<file path="config.mk">
export PLATFORM = sky130hd
export DESIGN_NAME = nice_cmd_dwc0
export DESIGN_NICKNAME = d
export VERILOG_FILES = /design/src/rtl/nice_cmd_pkg.sv /design/src/rtl/nice_sync_fifo.sv /design/src/rtl/nice_cmd_dwc0.sv
export SDC_FILE = /design/constraint.sdc
export NUM_CORES = 1
export LEC_CHECK = 0
export CAP_MARGIN = 20
export CORE_MARGIN = 4
export CORE_UTILIZATION = 50
export DETAILED_ROUTE_END_ITERATION = 10
export GPL_TIMING_DRIVEN = 0
export PLACE_DENSITY = 0.73
export SYNTH_ARGS = -nofsm -noshare
export SYNTH_HDL_FRONTEND = slang
export SYNTH_SLANG_ARGS = --single-unit
</file>
<file path="constraint.sdc">
create_clock -name clk -period 4.2 [get_ports clk]
set_input_delay 0.63 -clock clk [delete_from_list [all_inputs] [get_ports clk]]
set_output_delay 0.63 -clock clk [all_outputs]
set_load 0.02 [all_outputs]
</file>
<file path="src/rtl/nice_cmd_pkg.sv">
`default_nettype none
// +----------------------------------------------------------------------------+
// | Module      : nice_cmd_pkg                                                 |
// | Description : Shared sizing helpers and beat type for the custom0 DWCs.    |
// | Revision    : 1.0 - initial release                                        |
// +----------------------------------------------------------------------------+
package nice_cmd_pkg;

    localparam int c_DEF_IN_DATA_WIDTH  = 32;
    localparam int c_DEF_OUT_DATA_WIDTH = 128;

    function automatic int f_ratio(input int in_w, input int out_w);
        return out_w / in_w;
    endfunction

    function automatic int f_cntw(input int ratio);
        return $clog2(ratio) + 1;
    endfunction

    function automatic int f_lvlw(input int depth);
        return $clog2(depth) + 1;
    endfunction

    localparam int c_DEF_CNTW = f_cntw(f_ratio(c_DEF_IN_DATA_WIDTH, c_DEF_OUT_DATA_WIDTH));

    typedef struct packed {
        logic [c_DEF_OUT_DATA_WIDTH-1:0] wdata;
        logic [c_DEF_CNTW-1:0]           wcnt;
    } dwc_beat_t;

endpackage
`default_nettype wire

</file>
<file path="src/rtl/nice_sync_fifo.sv">
`default_nettype none
// +----------------------------------------------------------------------------+
// | Module      : nice_sync_fifo                                               |
// | Description : Single-clock FIFO with registered storage and level output.  |
// | Revision    : 1.0 - initial release                                        |
// +----------------------------------------------------------------------------+
module nice_sync_fifo
    import nice_cmd_pkg::*;
#(
    parameter int DEPTH = 4,
    parameter int WIDTH = 8
) (
    input  logic                      clk,
    input  logic                      rst_n,
    input  logic                      i_push,
    input  logic [WIDTH-1:0]          i_wdata,
    input  logic                      i_pop,
    output logic [WIDTH-1:0]          o_rdata,
    output logic                      o_full,
    output logic                      o_empty,
    output logic [f_lvlw(DEPTH)-1:0]  o_level
);

    localparam int             c_AW      = $clog2(DEPTH);
    localparam logic [c_AW:0]  c_PTR_ONE = (c_AW+1)'(1);

    logic [WIDTH-1:0] r_mem [DEPTH];
    logic [c_AW:0]    r_wr_ptr;
    logic [c_AW:0]    r_rd_ptr;
    logic             w_do_push;
    logic             w_do_pop;

    // Extra pointer MSB separates full (MSBs differ) from empty (MSBs equal).
    assign o_empty   = (r_wr_ptr == r_rd_ptr);
    assign o_full    = (r_wr_ptr[c_AW] != r_rd_ptr[c_AW]) &&
                       (r_wr_ptr[c_AW-1:0] == r_rd_ptr[c_AW-1:0]);
    assign o_level   = r_wr_ptr - r_rd_ptr;
    assign w_do_push = i_push & ~o_full;
    assign w_do_pop  = i_pop & ~o_empty;
    assign o_rdata   = o_empty ? '0 : r_mem[r_rd_ptr[c_AW-1:0]];

    always_ff @(posedge clk or negedge rst_n) begin
        if (!rst_n) begin
            r_wr_ptr <= '0;
            r_rd_ptr <= '0;
            for (int i = 0; i < DEPTH; i++) begin
                r_mem[i] <= '0;
            end
        end else begin
            if (w_do_push) begin
                r_mem[r_wr_ptr[c_AW-1:0]] <= i_wdata;
                r_wr_ptr                  <= r_wr_ptr + c_PTR_ONE;
            end
            if (w_do_pop) begin
                r_rd_ptr <= r_rd_ptr + c_PTR_ONE;
            end
        end
    end

endmodule
`default_nettype wire

</file>
<file path="src/rtl/nice_cmd_dwc0.sv">
`default_nettype none
// +----------------------------------------------------------------------------+
// | Module      : nice_cmd_dwc0                                                |
// | Description : Packs 32-bit custom0 command words into wide beats, buffered |
// |               in a FIFO, with zero-padded flush of partial beats.          |
// | Revision    : 1.0 - initial release                                        |
// +----------------------------------------------------------------------------+
module nice_cmd_dwc0
    import nice_cmd_pkg::*;
#(
    parameter int IN_DATA_WIDTH  = 32,
    parameter int OUT_DATA_WIDTH = 128,
    parameter int FIFO_DEPTH     = 4
) (
    input  logic                        clk,
    input  logic                        rst_n,
    input  logic                        id_cmd_valid0,
    output logic                        id_cmd_ready0,
    input  logic [IN_DATA_WIDTH-1:0]    id_cmd_wdata0,
    input  logic                        id_cmd_flush0,
    output logic                        acc_cmd_valid0,
    input  logic                        acc_cmd_ready0,
    output logic [OUT_DATA_WIDTH-1:0]   acc_cmd_wdata0,
    output logic [f_cntw(f_ratio(IN_DATA_WIDTH, OUT_DATA_WIDTH))-1:0] acc_cmd_wcnt0,
    output logic [f_lvlw(FIFO_DEPTH)-1:0] dwc_level0,
    output logic                        dwc_busy0
);

    localparam int c_RATIO  = f_ratio(IN_DATA_WIDTH, OUT_DATA_WIDTH);
    localparam int c_CNTW   = f_cntw(c_RATIO);
    localparam int c_IDXW   = c_CNTW - 1;
    localparam int c_BEAT_W = OUT_DATA_WIDTH + c_CNTW;
    localparam logic [c_IDXW-1:0] c_IDX_LAST = c_IDXW'(c_RATIO - 1);
    localparam logic [c_IDXW-1:0] c_IDX_ONE  = c_IDXW'(1);

    logic [c_IDXW-1:0]         r_idx;
    logic [OUT_DATA_WIDTH-1:0] r_pack;
    logic                      r_flush_pend;

    logic                      w_valid;
    logic                      w_flush;
    logic                      w_idx_last;
    logic                      w_accept;
    logic                      w_complete;
    logic [c_CNTW-1:0]         w_cnt_after;
    logic                      w_flush_new;
    logic                      w_flush_now;
    logic                      w_flush_defer;
    logic                      w_pend_drain;
    logic                      w_push;
    logic                      w_pop;
    logic [OUT_DATA_WIDTH-1:0] w_pack_word;
    logic [c_BEAT_W-1:0]       w_fifo_wdata;
    logic [c_BEAT_W-1:0]       w_fifo_rdata;
    logic                      w_fifo_full;
    logic                      w_fifo_empty;

    // Inputs are masked during reset so an X from upstream cannot leak in.
    assign w_valid       = id_cmd_valid0 & rst_n;
    assign w_flush       = id_cmd_flush0 & rst_n;
    assign w_idx_last    = (r_idx == c_IDX_LAST);

    // Only a beat-completing word needs a free FIFO slot; pops do not count this cycle.
    assign id_cmd_ready0 = rst_n & ~r_flush_pend & ~(w_fifo_full & w_idx_last);
    assign w_accept      = w_valid & id_cmd_ready0;
    assign w_complete    = w_accept & w_idx_last;
    assign w_cnt_after   = {1'b0, r_idx} + {{(c_CNTW-1){1'b0}}, w_accept};

    assign w_flush_new   = w_flush & ~r_flush_pend & (w_cnt_after != '0) & ~w_complete;
    assign w_flush_now   = w_flush_new & ~w_fifo_full;
    assign w_flush_defer = w_flush_new & w_fifo_full;
    assign w_pend_drain  = r_flush_pend & ~w_fifo_full;
    assign w_push        = w_complete | w_flush_now | w_pend_drain;

    always_comb begin
        w_pack_word = r_pack;
        for (int k = 0; k < c_RATIO; k++) begin
            if (w_accept && (r_idx == c_IDXW'(k))) begin
                w_pack_word[k*IN_DATA_WIDTH +: IN_DATA_WIDTH] = id_cmd_wdata0;
            end
        end
    end

    // During a pending drain no word is accepted, so w_cnt_after equals r_idx.
    assign w_fifo_wdata = {w_cnt_after, w_pack_word};

    always_ff @(posedge clk or negedge rst_n) begin
        if (!rst_n) begin
            r_idx        <= '0;
            r_pack       <= '0;
            r_flush_pend <= 1'b0;
        end else begin
            if (w_push) begin
                r_idx  <= '0;
                r_pack <= '0;
            end else if (w_accept) begin
                r_idx  <= r_idx + c_IDX_ONE;
                r_pack <= w_pack_word;
            end
            if (w_pend_drain) begin
                r_flush_pend <= 1'b0;
            end else if (w_flush_defer) begin
                r_flush_pend <= 1'b1;
            end
        end
    end

    nice_sync_fifo #(
        .DEPTH (FIFO_DEPTH),
        .WIDTH (c_BEAT_W)
    ) u_fifo (
        .clk     (clk),
        .rst_n   (rst_n),
        .i_push  (w_push),
        .i_wdata (w_fifo_wdata),
        .i_pop   (w_pop),
        .o_rdata (w_fifo_rdata),
        .o_full  (w_fifo_full),
        .o_empty (w_fifo_empty),
        .o_level (dwc_level0)
    );

    assign acc_cmd_valid0 = ~w_fifo_empty;
    assign w_pop          = acc_cmd_valid0 & acc_cmd_ready0;
    assign acc_cmd_wdata0 = w_fifo_rdata[OUT_DATA_WIDTH-1:0];
    assign acc_cmd_wcnt0  = w_fifo_rdata[c_BEAT_W-1 -: c_CNTW];
    assign dwc_busy0      = (r_idx != '0) | r_flush_pend | ~w_fifo_empty;

endmodule
`default_nettype wire

</file>
==> flow_metrics.tcl, run 1 <==
set metrics [dict create \
    wl_met2_um 45200 \
    top_layer_used "met5" \
    gp_congestion 0.880 \
    ir_drop_uv 662 \
    synth.cell_area_um2 29800 \
    powerDensity_nw_per_um2 1020 \
    antenna_found_initial 1 \
    skew_ns 0.0168 \
    finalSetupViolCount 0 \
    power.leakage_nw 16.1 \
    cts_tree "yes" \
    drive_above_1_share_pct 17.5 \
    yosysWarnings 0 \
    final_area_um2 35400 \
    start_util_pct 50.4 \
    utilization_pct 60.0 \
    synthTopCellsByArea "dfrtp_1, a21oi_1, mux4_2" \
    clkTransAtPathRegs_ns 0.06 \
    endpoint_kind "flop" \
    cp.arrival_ns 4.64 \
    critPathBufInv 5 \
    row_count 89 \
    io_pins 174 \
    root_buffer "clkbuf_16" \
    wl_per_cell_um 26.8 \
    die_height_um 252 \
    drt-met1-wl_um 36500 \
    ys_async_sr_fraction_pct 100 \
    yosysTopAreaCell "dfrtp_1" \
    dp_cells 3495 \
    cpMostUsedCell "ha_1" \
    synth-seq-cells 661 \
    drt-initial-drc-count 3116 \
    finalHoldViolCount 0 \
    numPortBuffers 173 \
    vias_per_cell 6.57 \
    synth_edf_count 0 \
    cap_violations 0 \
    crit_type "flop to flop" \
    syn_nets 2593 \
    cts.path.max_buffers 3 \
    rsz0062_at_grt "true" \
    cp-start-kind "flop" \
    synth_commonest_cells "a21oi_1, dfrtp_1, clkbuf_1, and2_1, mux4_2" \
    critical-path-top-delay-family "buffers and inverters" \
    ant_nets 0 \
    rrSetupSlack_ns 0.1 \
    fin_setup_tns_ns 0 \
    cts_sinks 661 \
    drcViolationCount 0 \
    crit_slowest_cell "dfrtp_1" \
    finalWirelength_um 97000 \
    worst_hold_slack_ns 0.0204 \
    cp_num_cells 15 \
    slew_viol_final 0 \
    post-route-period-util_pct 97.7 \
    synthFlopType "dfrtp_1" \
    firstDrtPassIters 8 \
    post_dp_cell_area_um2 32600 \
    htreeDepth 3 \
    yosys.area.top_type_share_pct 55.6 \
    worst_pin_slew_ns 1.33 \
    core_area_um2 59000 \
    grt.total_usage_pct 29.9 \
    finalCriticalPeriod_ns 4.10 \
    syn_to_final_growth_pct 18.9 \
    grt_first_pass_wirelength_um 146000 \
    worstPathRequired_ns 4.73 \
    n_fill_cell 4625 \
    max_slew_margin_pct 11.4 \
    netlist_instances 2542 \
    insertion_delay_ns 0.60 \
    worstRegToRegCells 15 \
    vias 23800 \
    yosysSeqAreaShare_pct 55.6 \
    cts_buffers 69 \
    path_cells "buf_8, clkbuf_16, clkbuf_8, inv_1, ha_1, nand3_2, nor2_4, nor2b_2, ha_1, ha_2, o311ai_4, a22oi_2, nor2_1, clkbuf_1, a22o_1" \
    ys_types 37 \
    grt_pass1_vias 24200 \
    synthMostInstantiatedCell "a21oi_1" \
    fmaxAchievable_mhz 244 \
    r2r-end "r_pack[18]" \
    multi_input_area_um2 12000 \
    fin_nets 2850 \
    cpPeakStageDelay_ns 0.44 \
    grt_overflow_total 0 \
    path_max_fanout 10 \
    dieWidth_um 252 \
    avgSynthCellArea_um2 11.7 \
    dieArea_um2 63500 \
    hpwl_um 62600 \
    hold_class "input pin to async pin" \
    reg2reg_from "u_fifo.r_rd_ptr[1]" \
    status "finished clean" \
    grt_max_degree 134 \
    seq_area_um2 16500 \
    fin_cells 3624 \
    dr_wl_met3_um 10700 \
]
[timing repair]
| action | in CTS | in global routing |
|---|---|---|
| endpoints found under the hold margin | 0 | 113 |
| setup endpoints to repair | 795 | 680 |
| hold buffers | 0 | 2 |
| gates cloned | 2 | 1 |
| buffers inserted | 1 | 0 |
| gates resized for setup | 315 | 57 |
[worst max-delay path by stage]
stage,from,slack [ns],endpoint
finish,u_fifo.r_rd_ptr[1],0.1,r_pack[18]
global route,u_fifo.r_rd_ptr[1],-0.06,r_pack[93]
CTS,u_fifo.r_rd_ptr[1],-0.03,u_fifo.r_mem[241]
detailed placement,u_fifo.r_rd_ptr[1],-2.00,acc_cmd_wdata0[55]
global placement,rst_n,-25.05,u_fifo.r_mem[315]
floorplan,u_fifo.r_rd_ptr[1],0.28,u_fifo.r_mem[118]
[cell families (layout without fill, tap and decap cells)]
family	Yosys count	in the layout	synth area share (%)
compound gates	1134	1134	20.5
buf+inv	263	571	4.40
other cells	0	1	0
mux	272	272	14.7
simple gates	191	191	3.98
xor+xnor	7	7	0.256
fa+ha+maj	14	14	0.614
flops	661	661	55.6
[per-layer routing]
metal	up-vias	track usage [%]
met1	12200	39.8
met3	254	8.75
met4	2	13.6
met5	-	0
met2	1500	46.1
li1	9851	-
[cells in the final DEF (no fill, tap or decap), types with 3 or more instances in the layout]
| cell type | n |
|---|---|
| clkdlybuf4s15_2 | 39 |
| buf_6 | 30 |
| ha_1 | 12 |
| inv_1 | 9 |
| and2_1 | 136 |
| buf_2 | 41 |
| dlygate4sd2_1 | 91 |
| buf_16 | 7 |
| clkdlybuf4s50_1 | 40 |
| buf_4 | 26 |
| clkbuf_1 | 92 |
| a211oi_1 | 3 |
| a21oi_1 | 1024 |
| clkbuf_4 | 7 |
| clkbuf_2 | 59 |
| mux2_2 | 13 |
| o211ai_2 | 3 |
| mux4_2 | 131 |
| bufinv_16 | 4 |
| nor2b_1 | 32 |
| a22o_1 | 96 |
| dfrtp_1 | 661 |
| buf_8 | 5 |
| clkbuf_8 | 22 |
| clkinv_2 | 12 |
| xnor2_1 | 4 |
| mux2i_1 | 128 |
| clkbuf_16 | 75 |
| nor2_1 | 4 |
| nand2_1 | 6 |
[layout make-up]
| type | count | area share, % |
|---|---|---|
| flip-flops and latches | 661 | 46.7 |
| multi-input cells | 1618 | 33.9 |
| clock buffers | 103 | 6.02 |
| repair buffers | 188 | 5.70 |
| plain buffers | 252 | 4.27 |
| well taps | 773 | 2.73 |
| clock inverters | 19 | 0.576 |
| inverters | 9 | 0.0955 |
| diodes | 1 | 0.00707 |
[sequential cells by signal, summed over array words and instances (netlist names)]
name and count:
u_fifo.r_wr_ptr 3, r_flush_pend 1, r_idx 2, u_fifo.r_mem 524, r_pack 128, u_fifo.r_rd_ptr 3
[through the flow]
step | worst slack [ns] | total power [mW]
floorplan | 0.280 | 22.6
global placement | -25.05 | 29.7
detailed placement | -2.00 | 30.3
CTS | -0.0306 | 36.0
global route | -0.0576 | 38.1
finish | 0.0964 | 36.3
[power by group]
part | leakage, nW | internal [mW] | switching (mW)
clock | 1.16 | 3.75 | 2.56
combinational | 6.85 | 7.65 | 11.1
sequential | 8.11 | 9.44 | 1.75
Power figures use the tool's default switching activity.
==> run 2, diff against run 1 <==
--- a/config.mk
+++ b/config.mk
@@ -10,7 +10,7 @@
 export CORE_UTILIZATION = 50
 export DETAILED_ROUTE_END_ITERATION = 10
 export GPL_TIMING_DRIVEN = 0
-export PLACE_DENSITY = 0.73
+export PLACE_DENSITY = 0.71
 export SYNTH_ARGS = -nofsm -noshare
 export SYNTH_HDL_FRONTEND = slang
 export SYNTH_SLANG_ARGS = --single-unit
==> constraint.sdc (replaced) <==
create_clock -name clk -period 4.4 [get_ports clk]
set_input_delay 0.66 -clock clk [delete_from_list [all_inputs] [get_ports clk]]
set_output_delay 0.66 -clock clk [all_outputs]
set_load 0.02 [all_outputs]
==> flow_metrics.tcl, run 2 (same netlist as run 1, synthesis figures left out) <==
set metrics [dict create \
    finalWirelength_um 98400 \
    regMostFlops "u_fifo.r_mem" \
    htreeDepth 3 \
    top_regs "u_fifo.r_mem: 524 flops, r_pack: 128 flops" \
    reg2reg_from "u_fifo.r_rd_ptr[1]" \
    finalCriticalPeriod_ns 4.48 \
    crit_slowest_cell "clkdlybuf4s50_1" \
    clkTransAtPathRegs_ns 0.07 \
    dieArea_um2 63500 \
    crit_path_start "u_fifo.r_rd_ptr[1]" \
    hold_class "input pin to async pin" \
    wl_per_cell_um 27.2 \
    powerDensity_nw_per_um2 990 \
    layout_common_cells "a21oi_1, dfrtp_1, and2_1, mux4_2, mux2i_1" \
    worstPathRequired_ns 3.74 \
    utilization_pct 60.1 \
    endpoint_kind "primary output" \
    insertion_delay_ns 0.61 \
    grt_pass1_vias 24500 \
    cts_buffers 69 \
    rrSetupSlack_ns 0.09 \
    grt.total_usage_pct 30.5 \
    finalHoldViolCount 0 \
    path_max_fanout 10 \
    fin_setup_tns_ns -0.0790 \
    dieWidth_um 252 \
    grt.met2_usage_pct 47.6 \
    grt_first_pass_wirelength_um 148000 \
    rsz0062_at_grt "true" \
    power.leakage_nw 16.7 \
    firstDrtPassIters 7 \
    cap_violations 0 \
    critical-path-top-delay-family "buffers and inverters" \
    drt-initial-drc-count 3011 \
    grt_max_degree 131 \
    cts_sinks 661 \
    cts.path.max_buffers 3 \
    drive_above_1_share_pct 15.8 \
    worst_pin_slew_ns 1.27 \
    start_util_pct 50.4 \
    antenna_found_initial 1 \
    largest_register_ffs 524 \
    finalWorstSetupSlack_ns -0.0790 \
    violations "setup timing" \
    core_area_um2 59000 \
    vias 23900 \
    post-route-period-util_pct 102 \
    max_slew_margin_pct 15.4 \
    finalSetupViolCount 1 \
    grtUsageMet3_pct 7.97 \
    antennaDiodeCount 0 \
    crit_type "flop to primary output" \
    critPathBufInv 5 \
    ant_nets 0 \
    fin_nets 2851 \
    worstRegToRegCells 17 \
    die_height_um 252 \
    row_count 89 \
    status "finished with violations" \
    r2r-end "u_fifo.r_mem[433]" \
    skew_ns 0.0292 \
    root_buffer "clkbuf_16" \
    use_met1_pct 40.8 \
    vias_per_cell 6.60 \
    grt-busiest-layer "met2" \
    fmaxAchievable_mhz 223 \
    final_common_cell "a21oi_1" \
    numPortBuffers 173 \
    hpwl_um 63600 \
    cts_tree "yes" \
    grt_overflow_total 0 \
    n_fill_cell 4599 \
    gp_congestion 0.874 \
    io_pins 174 \
    syn_to_final_growth_pct 19.2 \
    cp.arrival_ns 3.82 \
    drcViolationCount 0 \
    cpMostUsedCell "clkbuf_8" \
    ir_drop_uv 554 \
    cpPeakStageDelay_ns 0.75 \
    path_cells "clkbuf_8, clkbuf_8, clkbuf_8, inv_1, ha_1, nand3_2, nor2_4, nor3b_1, clkdlybuf4s50_1" \
    cp-start-kind "flop" \
    slew_viol_final 0 \
]
==> run 2: cell count changes in the layout (fill, tap and decap cells not counted), sizes merged <==
| cell | delta |
|---|---|
| clkbuf | +4 |
| bufinv | +1 |
| diode | -1 |
| clkdlybuf4s15 | -40 |
| clkinv | -5 |
| inv | +1 |
| dlygate4sd2 | -59 |
| dlymetal6s2s | +67 |
| clkdlybuf4s50 | +32 |
| buf | -4 |
==> run 2: cell type report <==
cell class | count | area (µm²) | share of cell area (%)
tap | 773 | 967 | 2.72
sequential | 661 | 16500 | 46.6
multi-input combinational | 1618 | 12000 | 33.7
inverter | 9 | 33.8 | 0.0952
clock buffer | 102 | 2090 | 5.90
buffer | 252 | 1500 | 4.21
clock inverter | 16 | 225 | 0.635
timing repair buffer | 189 | 2180 | 6.14
==> run 2: worst reg2reg max path: stages (launching register included) <==
cell      delay [ns]
dfrtp_1         0.42
clkbuf_8        0.24
clkbuf_8        0.24
clkbuf_8        0.22
inv_1           0.06
ha_1            0.33
nand3_2         0.20
nor2_4          0.16
nor2b_1         0.08
ha_1            0.18
ha_1            0.36
o311ai_4        0.35
a32oi_2         0.18
clkbuf_4        0.21
clkbuf_4        0.29
clkbuf_2        0.29
a21oi_1         0.24
a21oi_1         0.08
==> run 2: repair_timing <==
| item | CTS | global route |
|---|---|---|
| resized for setup | 122 | 134 |
| setup endpoints to repair | 794 | 711 |
| pin swaps | 1 | 0 |
| hold buffers | 2 | 0 |
| gates cloned | 2 | 0 |
| buffers inserted | 2 | 0 |
| endpoints found under the hold margin | 18 | 0 |
==> run 2: how the worst max path moves through the flow <==
| stage | end | slack (ns) | cells after the start |
|---|---|---|---|
| floorplan | u_fifo.r_mem[118] | 0.48 | 18 |
| global placement | u_fifo.r_mem[310] | -25.05 | 1 |
| detailed placement | acc_cmd_wdata0[91] | -2.07 | 13 |
| CTS | id_cmd_ready0 | -0.04 | 9 |
| global route | id_cmd_ready0 | -0.05 | 9 |
| finish | id_cmd_ready0 | -0.08 | 9 |
==> run 2: per-stage QoR <==
stage	total power, mW	worst slack [ns]	hold WS [ns]	cell area, µm²	cells
after floorplan	21.5	0.480	0.364	29800	2542
after global placement	28.4	-25.05	0.481	32500	3488
after CTS	35.0	-0.0399	0.0478	35200	3619
after detailed placement	29.0	-2.07	0.482	32700	3496
after global routing	36.9	-0.0489	0.0679	35500	3620
final	35.1	-0.0790	0.0614	35500	3620
==> run 2: metal layers <==
layer	part of all wire (%)	up-vias
li1	-	9873
met1	37	12200
met2	47	1592
met3	11	266
met4	4.8	2
met5	0.018	-
==> run 2: report_power, final <==
| part | internal (mW) | switching, mW |
|---|---|---|
| logic | 7.73 | 10.7 |
| clock network | 3.58 | 2.45 |
| registers | 9.01 | 1.69 |
| total | 20.3 | 14.8 |
